## config.mk

```make
export PLATFORM = sky130hd
export DESIGN_NAME = lsu_mem_access
export DESIGN_NICKNAME = d
export VERILOG_FILES = /design/src/rtl/lsu_mem_access.sv
export SDC_FILE = /design/constraint.sdc
export NUM_CORES = 1
export LEC_CHECK = 0
export BUFFER_PORTS_ARGS = -buffer_cell sky130_fd_sc_hd__buf_2
export CAP_MARGIN = 10
export CORE_ASPECT_RATIO = 1.2
export CORE_MARGIN = 5
export CORE_UTILIZATION = 47
export CTS_BUF_LIST = sky130_fd_sc_hd__clkbuf_8
export DETAILED_ROUTE_END_ITERATION = 12
export PLACE_DENSITY = 0.75
export SLEW_MARGIN = 15
export SYNTH_ARGS = -nofsm -noshare
export SYNTH_HDL_FRONTEND = slang
export SYNTH_SLANG_ARGS = --single-unit
```

## constraint.sdc

```tcl
create_clock -name clk -period 2.55 [get_ports clk]
set_input_delay 0.765 -clock clk [delete_from_list [all_inputs] [get_ports clk]]
set_output_delay 0.765 -clock clk [all_outputs]
set_load 0.005 [all_outputs]
```

## src/rtl/lsu_mem_access.sv

```systemverilog
`default_nettype none
// ============================================================================
// Module      : lsu_mem_access
// Description : Load/store unit memory stage. Accepts one decoded load/store
//               per handshake, issues one single-beat req/ack access with
//               an aligned address and byte mask, then returns the extended
//               load data or an error flag to writeback.
// Revision    : 1.0 - initial release
// ============================================================================
module lsu_mem_access #(
   parameter int AW = 64
) (
   input  logic          clk,
   input  logic          rst_n,
   input  logic          req_valid,
   output logic          req_ready,
   input  logic          lb,
   input  logic          lh,
   input  logic          lw,
   input  logic          ld,
   input  logic          lbu,
   input  logic          lhu,
   input  logic          lwu,
   input  logic          sb,
   input  logic          sh,
   input  logic          sw,
   input  logic          sd,
   input  logic [AW-1:0] addr,
   input  logic [63:0]   wdata,
   output logic          mem_req,
   output logic          mem_we,
   output logic [AW-1:0] mem_addr,
   output logic [63:0]   mem_wdata,
   output logic [7:0]    mem_wmask,
   input  logic          mem_ack,
   input  logic [63:0]   mem_rdata,
   output logic          rsp_valid,
   input  logic          rsp_ready,
   output logic [63:0]   rsp_rdata,
   output logic          rsp_err
);

   localparam logic [1:0] ST_IDLE = 2'd0;
   localparam logic [1:0] ST_REQ  = 2'd1;
   localparam logic [1:0] ST_RSP  = 2'd2;

   logic [1:0]    r_state;
   logic [1:0]    w_state_nxt;

   logic [10:0]   w_strobes;
   logic          w_is_load;
   logic          w_is_store;
   logic [1:0]    w_size;       // 0=byte 1=half 2=word 3=dword
   logic          w_misaligned;
   logic          w_ok;         // exactly one strobe and naturally aligned
   logic [7:0]    w_wmask;
   logic          w_accept;

   logic          r_we;
   logic          r_load;
   logic          r_signed;
   logic          r_err;
   logic [1:0]    r_size;
   logic [2:0]    r_off;
   logic [AW-1:0] r_addr;
   logic [63:0]   r_wdata;
   logic [7:0]    r_wmask;
   logic [63:0]   r_rdata;

   logic [63:0]   w_lane;
   logic [63:0]   w_load_val;

   assign w_accept = req_valid && (r_state == ST_IDLE);

   // Decode the strobes into size, direction, legality and byte mask
   always_comb begin
      w_strobes  = {lb, lh, lw, ld, lbu, lhu, lwu, sb, sh, sw, sd};
      w_is_load  = lb | lh | lw | ld | lbu | lhu | lwu;
      w_is_store = sb | sh | sw | sd;
      if (ld || sd)
         w_size = 2'd3;
      else if (lw || lwu || sw)
         w_size = 2'd2;
      else if (lh || lhu || sh)
         w_size = 2'd1;
      else
         w_size = 2'd0;
      case (w_size)
         2'd0:    begin w_misaligned = 1'b0;              w_wmask = 8'h01 << addr[2:0]; end
         2'd1:    begin w_misaligned = addr[0];           w_wmask = 8'h03 << addr[2:0]; end
         2'd2:    begin w_misaligned = |addr[1:0];        w_wmask = 8'h0F << addr[2:0]; end
         default: begin w_misaligned = |addr[2:0];        w_wmask = 8'hFF;              end
      endcase
      w_ok = $onehot(w_strobes) && !w_misaligned;
   end

   // State register
   always_ff @(posedge clk or negedge rst_n) begin
      if (!rst_n)
         r_state <= ST_IDLE;
      else
         r_state <= w_state_nxt;
   end

   // Next-state logic; illegal requests skip the memory phase entirely
   always_comb begin
      w_state_nxt = r_state;
      case (r_state)
         ST_IDLE: if (req_valid) w_state_nxt = w_ok ? ST_REQ : ST_RSP;
         ST_REQ:  if (mem_ack)   w_state_nxt = ST_RSP;
         ST_RSP:  if (rsp_ready) w_state_nxt = ST_IDLE;
         default: w_state_nxt = ST_IDLE;
      endcase
   end

   // Outputs: bus fields are only driven while their phase is active
   always_comb begin
      req_ready = (r_state == ST_IDLE);
      mem_req   = (r_state == ST_REQ);
      rsp_valid = (r_state == ST_RSP);
      mem_we    = mem_req & r_we;
      mem_addr  = mem_req ? r_addr  : '0;
      mem_wdata = mem_req ? r_wdata : '0;
      mem_wmask = mem_req ? r_wmask : '0;
      rsp_rdata = rsp_valid ? r_rdata : '0;
      rsp_err   = rsp_valid & r_err;
   end

   // Extract the addressed lane from the read word and extend it
   always_comb begin
      w_lane = mem_rdata >> {r_off, 3'b000};
      case (r_size)
         2'd0:    w_load_val = r_signed ? {{56{w_lane[7]}},  w_lane[7:0]}  : {56'd0, w_lane[7:0]};
         2'd1:    w_load_val = r_signed ? {{48{w_lane[15]}}, w_lane[15:0]} : {48'd0, w_lane[15:0]};
         2'd2:    w_load_val = r_signed ? {{32{w_lane[31]}}, w_lane[31:0]} : {32'd0, w_lane[31:0]};
         default: w_load_val = w_lane;
      endcase
   end

   // Capture request fields on accept and load data on acknowledge
   always_ff @(posedge clk or negedge rst_n) begin
      if (!rst_n) begin
         r_we     <= 1'b0;
         r_load   <= 1'b0;
         r_signed <= 1'b0;
         r_err    <= 1'b0;
         r_size   <= 2'd0;
         r_off    <= 3'd0;
         r_addr   <= '0;
         r_wdata  <= '0;
         r_wmask  <= '0;
         r_rdata  <= '0;
      end else if (w_accept) begin
         r_we     <= w_is_store;
         r_load   <= w_is_load;
         r_signed <= lb | lh | lw;
         r_err    <= !w_ok;
         r_size   <= w_size;
         r_off    <= addr[2:0];
         r_addr   <= {addr[AW-1:3], 3'b000};
         r_wdata  <= wdata << {addr[2:0], 3'b000};
         r_wmask  <= w_wmask;
         r_rdata  <= '0;
      end else if ((r_state == ST_REQ) && mem_ack) begin
         r_rdata  <= r_load ? w_load_val : 64'd0;
      end
   end

endmodule
`default_nettype wire

```

== Yosys cells after proc, flatten, opt, wreduce, memory -nomap -nowiden ==
Index checks and enable logic that the tools add are counted.

* Flip-flop bits (word level): 208

* Eq/ne operators: 10
* Bitwise operators: 11
* Add/sub/neg operators: 10
* Muxes and demuxes: 21
* Shift-type cells: 5
* Reductions and logical operators: 17

{| class="wikitable"
|+ Operator list
! operator !! count
|-
| 64-bit two-way mux || 9
|-
| 64-bit case mux with 3 select lines || 1
|-
| 64-bit by 6-bit left shift with 64-bit output || 1
|-
| 64-bit by 6-bit right shift with 64-bit output || 1
|-
| 8-bit case mux with 3 select lines || 1
|-
| 2-bit two-way mux || 6
|-
| 1-bit by 1-bit adder with 2-bit output || 5
|-
| 1-bit OR || 9
|-
| 8-bit two-way mux || 1
|-
| 1-bit by 3-bit left shift with 8-bit output (first input constant) || 1
|-
| 2-bit by 3-bit left shift with 8-bit output (first input constant) || 1
|-
| 4-bit by 3-bit left shift with 8-bit output (first input constant) || 1
|-
| 2-bit by 2-bit adder with 3-bit output || 2
|-
| 2-bit by 1-bit equality test with 1-bit output (second input constant) || 3
|-
| 2-bit equality test (second input constant) || 3
|-
| 2-bit zero test || 3
|-
| 2-bit case mux with 3 select lines || 1
|-
| 1-bit logical OR || 5
|-
| 3-bit by 3-bit adder with 4-bit output || 1
|-
| 4-bit by 3-bit adder with 4-bit output || 1
|-
| 4-bit by 1-bit equality test with 1-bit output (second input constant) || 1
|-
| 2-bit by 1-bit != test with 1-bit output (second input constant) || 2
|-
| 2-bit by 1-bit adder with 3-bit output || 1
|-
| 1-bit logical AND || 3
|-
| 9 further kinds || 11
|}

== Logic depth before layout (Yosys ltp) ==
* Depth after elaboration: 12
* Mapped depth: 13
* Gate-level depth less buffers: 13

== Worst setup path before layout ==
No wires, ideal clock.

* Path kind: in2reg
* Start point: input lhu
* End point: register r_state[1]
* Setup slack: -1.472 ns
* Arrival: 3.890 ns
* Stages: 13
* Required time: 2.417 ns
* Cells stage by stage: fa_1 fa_1 inv_1 fa_1 inv_1 fa_1 inv_1 fa_1 a2111oi_0 a21oi_1 or3_1 nor2_1 o21ai_1

* Cells in the longest elaborated chain, start to end: 12

{| class="wikitable"
|+ Ends and longest elaborated chain
! element !! RTL line !! source
|-
| from (decl) || 22 || <nowiki>input logic lhu,</nowiki>
|-
| parallel branches: the longest is 8 deep, another holds 3-bit by 3-bit adder with 4-bit output || - ||
|-
| 1-bit logical AND * || 94 || <nowiki>w_ok = $onehot(w_strobes) && !w_misaligned;</nowiki>
|-
| 2-bit two-way mux * (2 in a row) || 109 || <nowiki>ST_IDLE: if (req_valid) w_state_nxt = w_ok ? ST_REQ : ST_RSP;</nowiki>
|-
| 2-bit case mux with 3 select lines * || 108 || <nowiki>case (r_state)</nowiki>
|-
| to (signal assigned) || 102 || <nowiki>r_state <= w_state_nxt;</nowiki>
|-
| to (decl) || 47 || <nowiki>logic [1:0] r_state;</nowiki>
|}

Mark *: on every way between the ends. The select of a mux whose other input is x is not followed.
A chain may end at the register's enable or synchronous reset.

== Final worst setup path ==
* Start point: input sb
* End point: register r_state[0]

* Cells in the longest elaborated chain, start to end: 9

{| class="wikitable"
|+ Ends and longest elaborated chain
! element !! RTL line !! source
|-
| from (decl) || 24 || <nowiki>input logic sb,</nowiki>
|-
| 1-bit by 1-bit adder with 2-bit output (implied by the code) || 94 ||
|-
| 2-bit by 2-bit adder with 3-bit output (implied by the code) || 94 ||
|-
| 3-bit by 3-bit adder with 4-bit output (implied by the code) || 94 ||
|-
| 4-bit by 3-bit adder with 4-bit output (implied by the code) || 94 ||
|-
| 4-bit by 1-bit equality test with 1-bit output || 94 ||
|-
| 1-bit logical AND || 94 ||
|-
| 2-bit two-way mux (2 in a row) || 109 ||
|-
| 2-bit case mux with 3 select lines || 108 ||
|}

Every way passes these cells. The select of a mux whose other input is x is not followed.

==> flow_summary.yaml <==
global_route:
  grt_pass1_wl_um: 74600
  grt_usage_pct: 30.8
  grt_overflow: 0
  grt_max_degree: 70
  grt_pass1_vias: 13500
  antenna_found_initial: 3
timing:
  maxSlewHeadroom_pct: 32.2
  fin_crit_ns: 3.57
  fmax_mhz: 280
  worst_pin_slew_ns: 1.01
  setup_tns_ns: -13.85
  finalHoldViolCount: 0
  rsz0062_at_grt: "true"
  skew_ns: 0.0198
  fin_ws_ns: -1.02
  drv_slew: 0
  post-route-period-util_pct: 140
  setup_viol: 168
die:
  die_width_um: 160
  rows: 66
  ios: 413
  core_um2: 26800
  die_area_um2: 30400
  die_h_um: 190
  initial_core_util_pct: 47.3
cts:
  root_buffer: "clkbuf_8"
  cts_tree: "built"
  clockBufferDepth: 3
  cts_buffers: 36
  cts_sinks: 208
  htree_num_levels: 2
  clk_pin_slew_ns: 0.06
  clock_latency_ns: 0.53
pwr:
  cell_internal_pwr_uw: 8280
  pwr-share-clk_pct: 24.5
  switching_share_pct: 37.8
  p_sw_uw: 5040
  p_seq_share_pct: 36.5
  power.density_nw_per_um2: 701
  peakVddDrop_mv: 0.421
  p_leak_uw: 0.00946
  p_comb_share_pct: 39.0
setup_path:
  critPathCaptureType: "register"
  worstPathMaxFanout: 3
  required_ns: 3.01
  worstSetupPathType: "input pin to register"
  setup.worst_path.start_class: "input pin"
  arrival_ns: 4.03
run_status:
  violations: "setup timing"
  outcome: "finished with violations"
drt:
  drc: 0
  wl_um: 51300
  vias: 13100
  drt_iter0_markers: 985
  first_pass_iters: 5
  via_per_inst: 5.87
  drtAntennaViolNets: 0
  wl_per_cell_um: 22.9
synthesis:
  synth_cells: 1405
  syn-cell-area_um2: 12700
  ys_seq_elements: 208
  synth_area_leaders: "dfrtp_1 (41%), and2_1 (10%), nand2_1 (8.3%)"
  synth_area_per_cell_um2: 9.03
  synth_area_leader_cell: "dfrtp_1"
  synth-edff-count: 0
  ys.flop_type: "dfrtp_1"
  synth_fa_ha_area_share_pct: 1.60
  yosys.area_share.simple_pct: 23.9
  ys_seq_area_share_pct: 41.0
  synth_top_family_by_area: "simple AND/OR/NAND/NOR gates"
  synth.top_cell.area_share_pct: 41.0
  synth_compound_area_share_pct: 14.4
  muxShareOfSynthArea_pct: 14.5
  synthArstFlopShare_pct: 100
  synth_warnings: 0
  synth_cell_types: 53
  synth_xor_area_share_pct: 0
cells_and_area:
  nets: 2096
  drive_gt1_share_pct: 46.6
  utilization_pct: 70.8
  syn_to_final_growth_pct: 49.8
  fillers: 1940
  antennaDiodeCount: 0
placed_design:
  port_buffers: 409
  globalplace.congestion: 0.956
  hpwl_um: 32900
job:
  cap_violations: 0
worst_hold_path:
  hold_path_class: "input pin to asynchronous set/reset pin"
==> power groups by stage <==
stage / Sequential (uW) / Combinational, uW / Clock (uW)
2_1_floorplan: 4470 / 3020 / 0
3_3_place_gp: 4720 / 4290 / 0
3_5_place_dp: 4750 / 4400 / 0
4_1_cts: 4750 / 5060 / 3280
5_1_grt: 4940 / 5580 / 3440
6_report: 4870 / 5190 / 3260
==> per-layer routing <==
metal  up-vias  GRT usage [%]  wire length [um]
met5         -              0                35
met2       781           53.5             25900
met4         6           17.6              3030
met1      6411           35.0             18100
met3       184           7.13              4190
li1       5756              -                 -
==> cells in the final DEF, fill, tap and decap left out, types with 4 or more instances in the layout <==
master and n:
nand2_1 280, buf_6 210, buf_2 208, dfrtp_1 203
and2_4 198, buf_4 81, mux2i_1 78, nor2_1 73
a21oi_1 64, o21ai_0 60, clkbuf_8 49, o21ai_1 42
mux4_2 31, mux2_2 29, inv_1 25, a22o_1 25
buf_12 25, a221o_1 24, a211oi_1 24, nor2b_1 22
a211o_1 15, nand2b_1 13, nand3_1 11, buf_16 11
buf_8 9, nor3_1 7, a221oi_1 7, a31oi_1 5
fa_1 5, ha_1 5, dfrtp_2 5, and2_1 4
clkbuf_16 4
==> worst max-delay path, cell delays in order <==
cell	delay, ns
buf_8	0.10
fa_1	0.50
fa_1	0.52
inv_1	0.05
fa_1	0.49
inv_2	0.05
fa_2	0.40
buf_4	0.16
a2111oi_4	0.26
a21oi_1	0.08
or3_4	0.43
a2bb2oi_2	0.14
nor2_1	0.08
==> synthesized netlist by cell type (2+ instances only) <==
master,number
nand2_1,281
dfrtp_1,208
and2_1,202
clkbuf_1,79
mux2i_1,78
nor2_1,75
a21oi_1,64
o21ai_0,60
o21ai_1,43
mux4_2,31
mux2_2,29
a22o_1,25
a211oi_1,24
a221o_1,24
nor2b_1,24
inv_1,18
a211o_1,15
buf_1,15
buf_2,14
nand2b_1,13
nand3_1,11
a221oi_1,7
fa_1,7
nor3_1,7
buf_4,6
a31oi_1,5
ha_1,5
and3_1,3
buf_6,3
a2111oi_0,2
mux2_1,2
nor4_1,2
o21a_1,2
or3_1,2
==> stage by stage <==
stage	cell area, um2	std cells	power [uW]	hold slack [ns]	setup slack, ns
after global routing	19000	2240	14000	0.214	-1.05
after global placement	15500	2125	9020	0.447	-1.51
after detailed placement	15500	2125	9150	0.451	-1.54
after CTS	18200	2232	13100	0.185	-0.912
final	19000	2240	13300	0.190	-1.02
after floorplan	12700	1407	7490	0.430	-1.26
==> state kept, by name, summed over array words and instances (netlist names) <==
signal	flops
r_size	2
r_signed	1
r_state	2
r_wmask	8
r_wdata	64
r_load	1
r_err	1
r_addr	61
r_rdata	64
r_off	3
r_we	1
==> area by class of cell <==
type | count | area, um2 | share of cell area, %
repair buffers | 548 | 5050 | 26.6
clock inverters | 13 | 82.6 | 0.435
clock buffers | 49 | 674 | 3.55
multi-input cells | 1063 | 7480 | 39.4
inverters | 19 | 71.3 | 0.375
flip-flops and latches | 208 | 5210 | 27.4
well taps | 340 | 425 | 2.24
==> kinds of logic (layout without fill, tap and decap cells) <==
group	after synthesis	count (layout)
muxes	141	141
buffers and inverters	136	629
other	1	3
and+or+nand+nor	627	627
DFF	208	208
AOI/OAI and AO/OA	280	280
adders and majority gates	12	12
==> final timing paths <==
kind | startpoint | cells past startpoint | slack (ns) | endpoint
max in group asynchronous | rst_n | 2 | 1.61 | r_wdata[3]
setup reg to reg | r_off[1] | 7 | 0.25 | r_rdata[9]
setup / recovery | sb | 13 | -1.02 | r_state[0]
hold reg to reg | r_wmask[0] | 2 | 0.47 | r_wmask[0]
hold / removal | rst_n | 1 | 0.19 | r_rdata[15]
min in group clk | addr[11] | 3 | 0.42 | r_addr[11]
==> what timing repair did <==
| action | 4_1_cts | 5_1_grt |
|---|---|---|
| gates resized for setup | 283 | 193 |
| endpoints found under the setup margin | 203 | 199 |
| setup buffers | 27 | 20 |
| pin swaps | 112 | 71 |
| cloned | 19 | 4 |
| hold buffers | 0 | 0 |
No activity file was read; power rests on OpenSTA's default activity.
